`src/rtl/jtag_ctrl_pkg.sv`:
```
// Shared state encoding and TMS sequences for the bus-side JTAG scan master.
// Preamble constants are LSB-first: bit 0 is driven on the first tck cycle.
package jtag_ctrl_pkg;
  typedef enum logic [2:0] {TAP_RST, IDLE, PRE, SHIFT, POST, RSP} state_e;

  localparam logic [2:0] DR_PRE      = 3'b001;
  localparam int         DR_PRE_LEN  = 3;
  localparam logic [3:0] IR_PRE      = 4'b0011;
  localparam int         IR_PRE_LEN  = 4;
  localparam int         TAP_RST_LEN = 6;
  localparam int         POST_LEN    = 2;
endpackage

```
`src/rtl/jtag_tck_gen.sv`:
```
// tck divider: TCK_HALF clk low then TCK_HALF clk high; parks low when disabled.
// rise_stb marks the last low clk (sample point), fall_stb the last high clk.
module jtag_tck_gen #(
  parameter int TCK_HALF = 2
) (
  input  logic clk,
  input  logic rst_n,
  input  logic en,
  output logic tck,
  output logic fall_stb,
  output logic rise_stb
);
  localparam int CW = $clog2(2 * TCK_HALF);
  localparam logic [CW-1:0] LAST    = CW'(2 * TCK_HALF - 1);
  localparam logic [CW-1:0] RISE_AT = CW'(TCK_HALF - 1);
  localparam logic [CW-1:0] HALF    = CW'(TCK_HALF);

  logic [CW-1:0] cnt, cnt_n;

  assign rise_stb = en && (cnt == RISE_AT);
  assign fall_stb = en && (cnt == LAST);

  always_comb begin
    cnt_n = '0;
    if (en && cnt != LAST) cnt_n = cnt + CW'(1);
  end

  always_ff @(posedge clk) begin
    if (!rst_n) begin
      cnt <= '0;
      tck <= 1'b0;
    end else begin
      cnt <= cnt_n;
      tck <= (cnt_n >= HALF);
    end
  end
endmodule

```
`src/rtl/jtag_scan_ctrl.sv`:
```
// Bus-side JTAG master: runs one IR/DR scan per command, tracking TAP state
// open-loop, and returns the captured tdo bits on a valid/ready channel.
module jtag_scan_ctrl
  import jtag_ctrl_pkg::*;
#(
  parameter int MAX_LEN  = 16,
  parameter int LEN_W    = $clog2(MAX_LEN + 1),
  parameter int TCK_HALF = 2
) (
  input  logic               clk,
  input  logic               rst_n,
  input  logic               cmd_valid,
  output logic               cmd_ready,
  input  logic               cmd_is_ir,
  input  logic [LEN_W-1:0]   cmd_len,
  input  logic [MAX_LEN-1:0] cmd_data,
  input  logic               tap_reset_req,
  output logic               rsp_valid,
  input  logic               rsp_ready,
  output logic [MAX_LEN-1:0] rsp_data,
  output logic               rsp_err,
  output logic               busy,
  output logic               tck,
  output logic               tms,
  output logic               tdi,
  output logic               trst_n,
  input  logic               tdo,
  input  logic               tdo_en
);
  localparam int CNT_W = (LEN_W > 3) ? LEN_W : 3;
  localparam int IDX_W = (MAX_LEN > 1) ? $clog2(MAX_LEN) : 1;
  localparam logic [3:0] DR_PRE4 = {1'b0, DR_PRE};

  state_e             state, state_n;
  logic [CNT_W-1:0]   bcnt, bcnt_n, last_idx;
  logic               is_ir_q, pre_ir, accept, tck_en, fall_stb, rise_stb;
  logic [LEN_W-1:0]   len_q;
  logic [MAX_LEN-1:0] data_q;
  logic               tms_d, tdi_d;

  assign cmd_ready = (state == IDLE) && !tap_reset_req;
  assign accept    = cmd_valid && cmd_ready;
  assign rsp_valid = (state == RSP);
  assign busy      = (state != IDLE);
  assign pre_ir    = accept ? cmd_is_ir : is_ir_q;
  // trst_n gating keeps the first tck cycle after reset a full period long
  assign tck_en    = trst_n && (state == TAP_RST || state == PRE ||
                                state == SHIFT   || state == POST);

  jtag_tck_gen #(.TCK_HALF(TCK_HALF)) u_tck_gen (
    .clk      (clk),
    .rst_n    (rst_n),
    .en       (tck_en),
    .tck      (tck),
    .fall_stb (fall_stb),
    .rise_stb (rise_stb)
  );

  always_comb begin
    last_idx = '0;
    case (state)
      TAP_RST: last_idx = CNT_W'(TAP_RST_LEN - 1);
      PRE:     last_idx = is_ir_q ? CNT_W'(IR_PRE_LEN - 1) : CNT_W'(DR_PRE_LEN - 1);
      SHIFT:   last_idx = CNT_W'(len_q) - CNT_W'(1);
      POST:    last_idx = CNT_W'(POST_LEN - 1);
      default: last_idx = '0;
    endcase
  end

  // Timed states advance only at a tck fall, so each tck cycle sees one tms/tdi.
  always_comb begin
    state_n = state;
    bcnt_n  = bcnt;
    case (state)
      IDLE: begin
        if (tap_reset_req)  state_n = TAP_RST;
        else if (cmd_valid) state_n = (cmd_len == '0) ? RSP : PRE;
      end
      RSP: if (rsp_ready) state_n = IDLE;
      default: begin
        if (fall_stb) begin
          if (bcnt == last_idx) begin
            bcnt_n = '0;
            case (state)
              TAP_RST: state_n = IDLE;
              PRE:     state_n = SHIFT;
              SHIFT:   state_n = POST;
              default: state_n = RSP;
            endcase
          end else begin
            bcnt_n = bcnt + CNT_W'(1);
          end
        end
      end
    endcase
  end

  // tms/tdi for the tck cycle that starts on this edge, registered glitch-free.
  always_comb begin
    tms_d = 1'b0;
    tdi_d = 1'b0;
    case (state_n)
      TAP_RST: tms_d = (bcnt_n != CNT_W'(TAP_RST_LEN - 1));
      PRE:     tms_d = pre_ir ? IR_PRE[bcnt_n[1:0]] : DR_PRE4[bcnt_n[1:0]];
      SHIFT: begin
        tms_d = (bcnt_n == CNT_W'(len_q) - CNT_W'(1));
        tdi_d = data_q[bcnt_n[IDX_W-1:0]];
      end
      POST:    tms_d = (bcnt_n == '0);
      default: ;
    endcase
  end

  always_ff @(posedge clk) begin
    if (!rst_n) begin
      state    <= TAP_RST;
      bcnt     <= '0;
      trst_n   <= 1'b0;
      tms      <= 1'b1;
      tdi      <= 1'b0;
      is_ir_q  <= 1'b0;
      len_q    <= '0;
      data_q   <= '0;
      rsp_data <= '0;
      rsp_err  <= 1'b0;
    end else begin
      state  <= state_n;
      bcnt   <= bcnt_n;
      trst_n <= 1'b1;
      tms    <= tms_d;
      tdi    <= tdi_d;
      if (accept) begin
        is_ir_q  <= cmd_is_ir;
        len_q    <= (cmd_len > LEN_W'(MAX_LEN)) ? LEN_W'(MAX_LEN) : cmd_len;
        data_q   <= cmd_data;
        rsp_data <= '0;
        rsp_err  <= (cmd_len == '0) || (cmd_len > LEN_W'(MAX_LEN));
      end else if (state == SHIFT && rise_stb) begin
        rsp_data[bcnt[IDX_W-1:0]] <= tdo & tdo_en;
        if (!tdo_en) rsp_err <= 1'b1;
      end
    end
  end
endmodule

```
`config.mk`:
```
export PLATFORM = sky130hd
export DESIGN_NAME = jtag_scan_ctrl
export DESIGN_NICKNAME = d
export VERILOG_FILES = /design/src/rtl/jtag_ctrl_pkg.sv /design/src/rtl/jtag_tck_gen.sv /design/src/rtl/jtag_scan_ctrl.sv
export SDC_FILE = /design/constraint.sdc
export NUM_CORES = 1
export LEC_CHECK = 0
export BUFFER_PORTS_ARGS = -buffer_cell sky130_fd_sc_hd__clkbuf_2
export CORE_MARGIN = 10
export CORE_UTILIZATION = 40
export CTS_BUF_LIST = sky130_fd_sc_hd__clkbuf_16
export DETAILED_ROUTE_END_ITERATION = 10
export GPL_ROUTABILITY_DRIVEN = 0
export HOLD_SLACK_MARGIN = 0.06
export SLEW_MARGIN = 0
export SYNTH_ARGS = -nofsm -noshare
export SYNTH_HDL_FRONTEND = slang
export SYNTH_SLANG_ARGS = --single-unit
```
`constraint.sdc`:
```
create_clock -name clk -period 5 [get_ports clk]
set_input_delay 0.5 -clock clk [delete_from_list [all_inputs] [get_ports clk]]
set_output_delay 0.5 -clock clk [all_outputs]
set_load 0.05 [all_outputs]
```
# Yosys cells after proc, flatten, opt, wreduce, memory -nomap -nowiden

Cells that the tools add are included.

Bits in registers: 53
Latch bits: 0
Bits in writable memories: 0
Bits in read-only memories: 0
Input bits: 29
Output and inout bits: 24
Word-level logic and storage cells: 92
Memories kept: 0

$add $sub $neg: 3
Multipliers: 0
Div/mod/pow operators: 0
Magnitude comparators: 6
Equal/unequal tests: 16
Shift operators: 0
Muxes and demuxes: 31
Bitwise operators: 2
Reductions and logical operators: 22

Operators by type and width:

| kind                                                               | number |
|---|---|
| 2-to-1 mux 5 bit                                                   | 4 |
| one-hot mux 5 bit (4 select lines)                                 | 1 |
| 2-to-1 mux 3 bit                                                   | 6 |
| bitwise mux 16 bit                                                 | 1 |
| equality test 3 x 2 -> 1 bit (second input constant)               | 4 |
| 2-to-1 mux 1 bit                                                   | 11 |
| equality test 5 bit                                                | 2 |
| zero test 5 bit                                                    | 2 |
| less-than comparator 4 x 5 -> 1 bit (second input constant)        | 2 |
| equality test 3 bit (second input constant)                        | 3 |
| one-hot mux 3 bit (3 select lines)                                 | 1 |
| logical AND 1 bit                                                  | 8 |
| zero test 3 bit                                                    | 2 |
| one-hot mux 3 bit (2 select lines)                                 | 1 |
| adder 5 x 1 -> 5 bit (second input constant)                       | 1 |
| greater-than comparator 5 bit (second input constant)              | 1 |
| inequality test 5 x 3 -> 1 bit (second input constant)             | 1 |
| subtractor 5 x 1 -> 5 bit (second input constant)                  | 1 |
| binary-select mux 1 bit (select 2 bit)                             | 2 |
| binary-select mux 1 bit (select 4 bit)                             | 1 |
| demux 1 bit (select 4 bit)                                         | 1 |
| greater-or-equal comparator 4 x 1 -> 1 bit (second input constant) | 1 |
| logical OR 1 bit                                                   | 4 |
| one-hot mux 1 bit (4 select lines)                                 | 1 |
| other kinds (16)                                                   | 18 |

# Logic depth before layout (Yosys ltp)

Depth after elaboration: 12
Mapped depth: 12
Gate-level depth less buffers: 11

# Hierarchy

From an unflattened synthesis, not the netlist that was laid out.

Cells, all modules: 381
Area total of the unflattened synthesis: 3004.1 µm²

By module, submodules not included:

| module         | times used | cells each | area an instance (µm²) | sequential area each (µm²) |
|---|---|---|---|---|
| jtag_scan_ctrl | 1          | 372        | 2896.5                 | 1001.0 |
| jtag_tck_gen   | 1          | 9          | 107.6                  | 40.0 |

# Worst setup path before layout

OpenSTA, ideal clock, no wires.

Path type: reg-to-reg
Start point: reg len_q[0]
End point: reg tms
Setup time: 0.078 ns
Arrival: 2.893 ns
Path slack: 2.029 ns
Stages on the path, launching flop included: 12
Buffers on the path: 0
Period minus slack after synthesis: 2.971 ns
Cells stage by stage: dfxtp_1 -> inv_1 -> ha_1 -> xnor2_1 -> o32a_1 -> o22ai_1 -> nor4_4 -> nand2_4 -> a2111oi_2 -> a21oi_1 -> or4_1 -> a32oi_1

Word-level cells in the longest chain between the ends: 10

RTL lines:

| what                                   | line                                        | RTL |
|---|---|---|
| start, declared                        | jtag_scan_ctrl.sv:37                        | `logic [LEN_W-1:0] len_q;` |
| start signal, assigned                 | jtag_scan_ctrl.sv:134                       | `len_q <= (cmd_len > LEN_W'(MAX_LEN)) ? LEN_W'(MAX_LEN) : cmd_len;` |
| subtractor 5 x 1 -> 5 bit (*)          | jtag_scan_ctrl.sv:64, jtag_scan_ctrl.sv:106 |  |
| one-hot mux 5 bit (4 select lines)     | jtag_scan_ctrl.sv:61                        | `case (state)` |
| equality test 5 bit                    | jtag_scan_ctrl.sv:82                        | `if (bcnt == last_idx) begin` |
| 2-to-1 mux 5 bit                       | jtag_scan_ctrl.sv:82                        |  |
| 2-to-1 mux 5 bit                       | jtag_scan_ctrl.sv:81                        | `if (fall_stb) begin` |
| 2-to-1 mux 5 bit                       | jtag_scan_ctrl.sv:74                        | `case (state)` |
| binary-select mux 1 bit (select 2 bit) | jtag_scan_ctrl.sv:104                       | `PRE: tms_d = pre_ir ? IR_PRE[bcnt_n[1:0]] : DR_PRE4[bcnt_n[1:0]];` |
| 2-to-1 mux 1 bit (not written as such) | jtag_scan_ctrl.sv:104                       |  |
| 2-to-1 mux 1 bit                       | jtag_scan_ctrl.sv:104                       |  |
| one-hot mux 1 bit (4 select lines) (*) | jtag_scan_ctrl.sv:102                       | `case (state_n)` |
| end signal, assigned                   | jtag_scan_ctrl.sv:130                       | `tms <= tms_d;` |
| end, declared                          | jtag_scan_ctrl.sv:24                        | `output logic tms,` |

Every way passes the cells marked *; elsewhere a longest branch is shown, timed or not. The select of a mux whose other input is x is not followed.
A chain may end at the register's enable or synchronous reset.

# Final worst setup path

Ends and elaborated chain as after synthesis.

==> impl_metrics.ini <==
[run_status]
status = finished, final reports clean

[sta]
timing.final.ws_setup_ns = 1.76
fin_hold_ws_ns = 0.434
final.min_clock_period_ns = 3.24
finalClockSkew_ns = 0.00474
period_share = 0.648
hold_viol_final = 0
relSlewSlack = 0.569
tns_ns = 0
worst_slew_pin_slew_ns = 0.646
max_freq_mhz = 309
rsz0062_at_grt = no
maxSlewViolCount = 0
final-setup-viol-count = 0

[worst_setup_path]
crit_fanout = 9
timing.rr.end = tms
crit_start = len_q[0]
endpoint = tms
cpMaxStageDelayCell = or4_1
r2r_start = len_q[0]
path_cells = inv_1, ha_1, nor3b_2, xnor2_1, nor4_1, nor4_4, nand2_4, a2111oi_2, a21oi_1, or4_1, a32oi_1
crit_type = register to register
required_ns = 5.22
critPathCaptureType = register
rrSetupSlack_ns = 1.76
worstPathArrival_ns = 3.46
worstRegToRegCells = 11
start_kind = register
critPathMaxStageDelay_ns = 0.53

[placed_design]
dp_slack_ns = 1.78
io_buffers = 52
dp_hpwl_um = 5290
place_area_mm2 = 0.00319

[layout]
antenna_cells = 0
fill_cells = 704
area_growth_pct = 16.9
fin_util = 0.486
drive_gt1_frac = 0.199
design_area_mm2 = 0.00334
nNetsFinal = 418

[min_path]
hold_path_class = input pin to register

[route]
ant_nets = 0
drcViolationCount = 0
wirelength_um = 7030
wl_per_cell_um = 14.7
drt-vias-per-instance = 5.28
dr.pass1.iters = 4
drtIter0Drc = 181
vias = 2520

[synth]
avgSynthCellArea_um2 = 8.49
synth_cells = 336
synth.most_common_cell = dfxtp_1
netlist-cell-type-count = 54
synthFlopType = dfxtp_1
yosys.area.top_type = dfxtp_1
synth.yosys.seq_area_share = 0.365
synth-seq-cells = 52
async_flop_share = 0
syn_nets = 374
yosys-top-cells-count = dfxtp_1 (52), nand2_1 (46), nor2_1 (27)
yosysWarnings = 0
synth_area_mm2 = 0.00285
synth_top_cell_area_share = 0.365
synth_area_leaders = dfxtp_1 (36%), mux2i_1 (8.1%), nand2_1 (6.1%), a21boi_0 (5.3%), ha_1 (3.9%)
synth-edff-count = 0

[clocking]
cts.sinks = 52
cts_tree = done
cts_buffers = 5
cts.htree.levels = 2
cts_setup_buffers = 0
clockRootBuffer = clkbuf_16
clkTransAtPathRegs_ns = 0.07
insertion_delay_ns = 0.29
cts-resized-gates = 0
clock_path_buffers = 2
cts_hold_buf = 0

[global_routing]
overflow = 0
grt_use_met1 = 0.161
use_met3 = 0.0434
antenna_found_initial = 0
grt_pass1_wl_um = 12000
met2_usage = 0.201
track_usage = 0.127
first_global_vias = 2504
busiest_layer = met2
grt_max_degree = 37

[flow_run]
cap_violations = 0

[pwr]
leakage_nw = 1.44
power_density_mw_per_mm2 = 240
worst_ir_drop_vdd_v = 0.000152

[floorplan]
die_h_um = 104
core_mm2 = 0.00687
rows = 30
dieArea_mm2 = 0.0109
die_x_um = 104
start_util = 0.415
io_pins = 53
[cells in the final DEF, fill, tap and decap left out, types with 5 or more instances in the layout]
| master | n |
|---|---|
| and2_1 | 7 |
| nand4_1 | 8 |
| a21oi_1 | 12 |
| inv_1 | 11 |
| mux2i_1 | 23 |
| nand3_1 | 17 |
| clkbuf_16 | 5 |
| nand2_1 | 46 |
| a21boi_0 | 20 |
| dfxtp_1 | 52 |
| nor2_1 | 27 |
| ha_1 | 9 |
| clkbuf_2 | 52 |
| xnor2_1 | 10 |
| nor2b_1 | 10 |
[metrics by stage]
step / total power, W / cells
after floorplan: 0.000451 / 336
after global placement: 0.000469 / 469
after detailed placement: 0.000469 / 469
after CTS: 0.000809 / 477
after global routing: 0.000834 / 477
final: 0.000799 / 477
[cells by family after synthesis]
group           share of synthesized area
compound gates                      0.157
fa+ha+maj                          0.0395
simple gates                        0.268
flops                               0.365
buf+inv                            0.0390
mux                                0.0925
xor+xnor                           0.0399
[worst max-delay path: cells and delay by family, from the launching register on]
| kind | cells | cell delay (ns) |
|---|---|---|
| AO/OA/AOI/OAI | 3 | 0.69 |
| adder cells (fa/ha/maj) | 1 | 0.22 |
| flip-flops | 1 | 0.40 |
| buffers and inverters | 1 | 0.09 |
| AND/OR/NAND/NOR | 5 | 1.46 |
| XOR/XNOR | 1 | 0.30 |
[flip-flops by register name (all words and copies together) (netlist names)]
signal,count
data_q,16
rsp_data,16
bcnt,5
len_q,5
state,3
u_tck_gen.cnt,2
is_ir_q,1
rsp_err,1
tdi,1
tms,1
trst_n,1
[final cells by class]
| type | instances | area, µm² | area share |
|---|---|---|---|
| multi-input combinational | 255 | 1710 | 0.511 |
| sequential | 52 | 1040 | 0.312 |
| timing repair buffer | 55 | 283 | 0.0848 |
| clock buffer | 5 | 125 | 0.0375 |
| tap | 96 | 120 | 0.0360 |
| inverter | 11 | 41.3 | 0.0124 |
| clock inverter | 3 | 20.0 | 0.00600 |
[power breakdown]
| part | switching [W] | internal (W) | total (W) | leakage, nW |
|---|---|---|---|---|
| sequential | 0.00000278 | 0.000416 | 0.000419 | 0.419 |
| combinational | 0.0000222 | 0.0000183 | 0.0000405 | 0.953 |
| clock | 0.000155 | 0.000185 | 0.000340 | 0.0712 |
| total | 0.000180 | 0.000619 | 0.000799 | 1.44 |
[routing by layer]
metal  routed length, µm  vias up
li1                    -     1274
met1                3250     1170
met2                3260       70
met5                   0        -
met4                  58        0
met3                 456        6
[how the worst min path moves through the flow]
stage	start	to	slack, ns	cells past startpoint
detailed placement	u_tck_gen.cnt[0]	u_tck_gen.cnt[0]	0.45	1
finish	cmd_data[4]	data_q[4]	0.43	3
CTS	cmd_data[9]	data_q[9]	0.43	3
floorplan	u_tck_gen.cnt[0]	u_tck_gen.cnt[0]	0.42	1
global route	cmd_data[10]	data_q[10]	0.44	3
global placement	u_tck_gen.cnt[0]	u_tck_gen.cnt[0]	0.43	1
No activity file was read; power rests on OpenSTA's default activity.
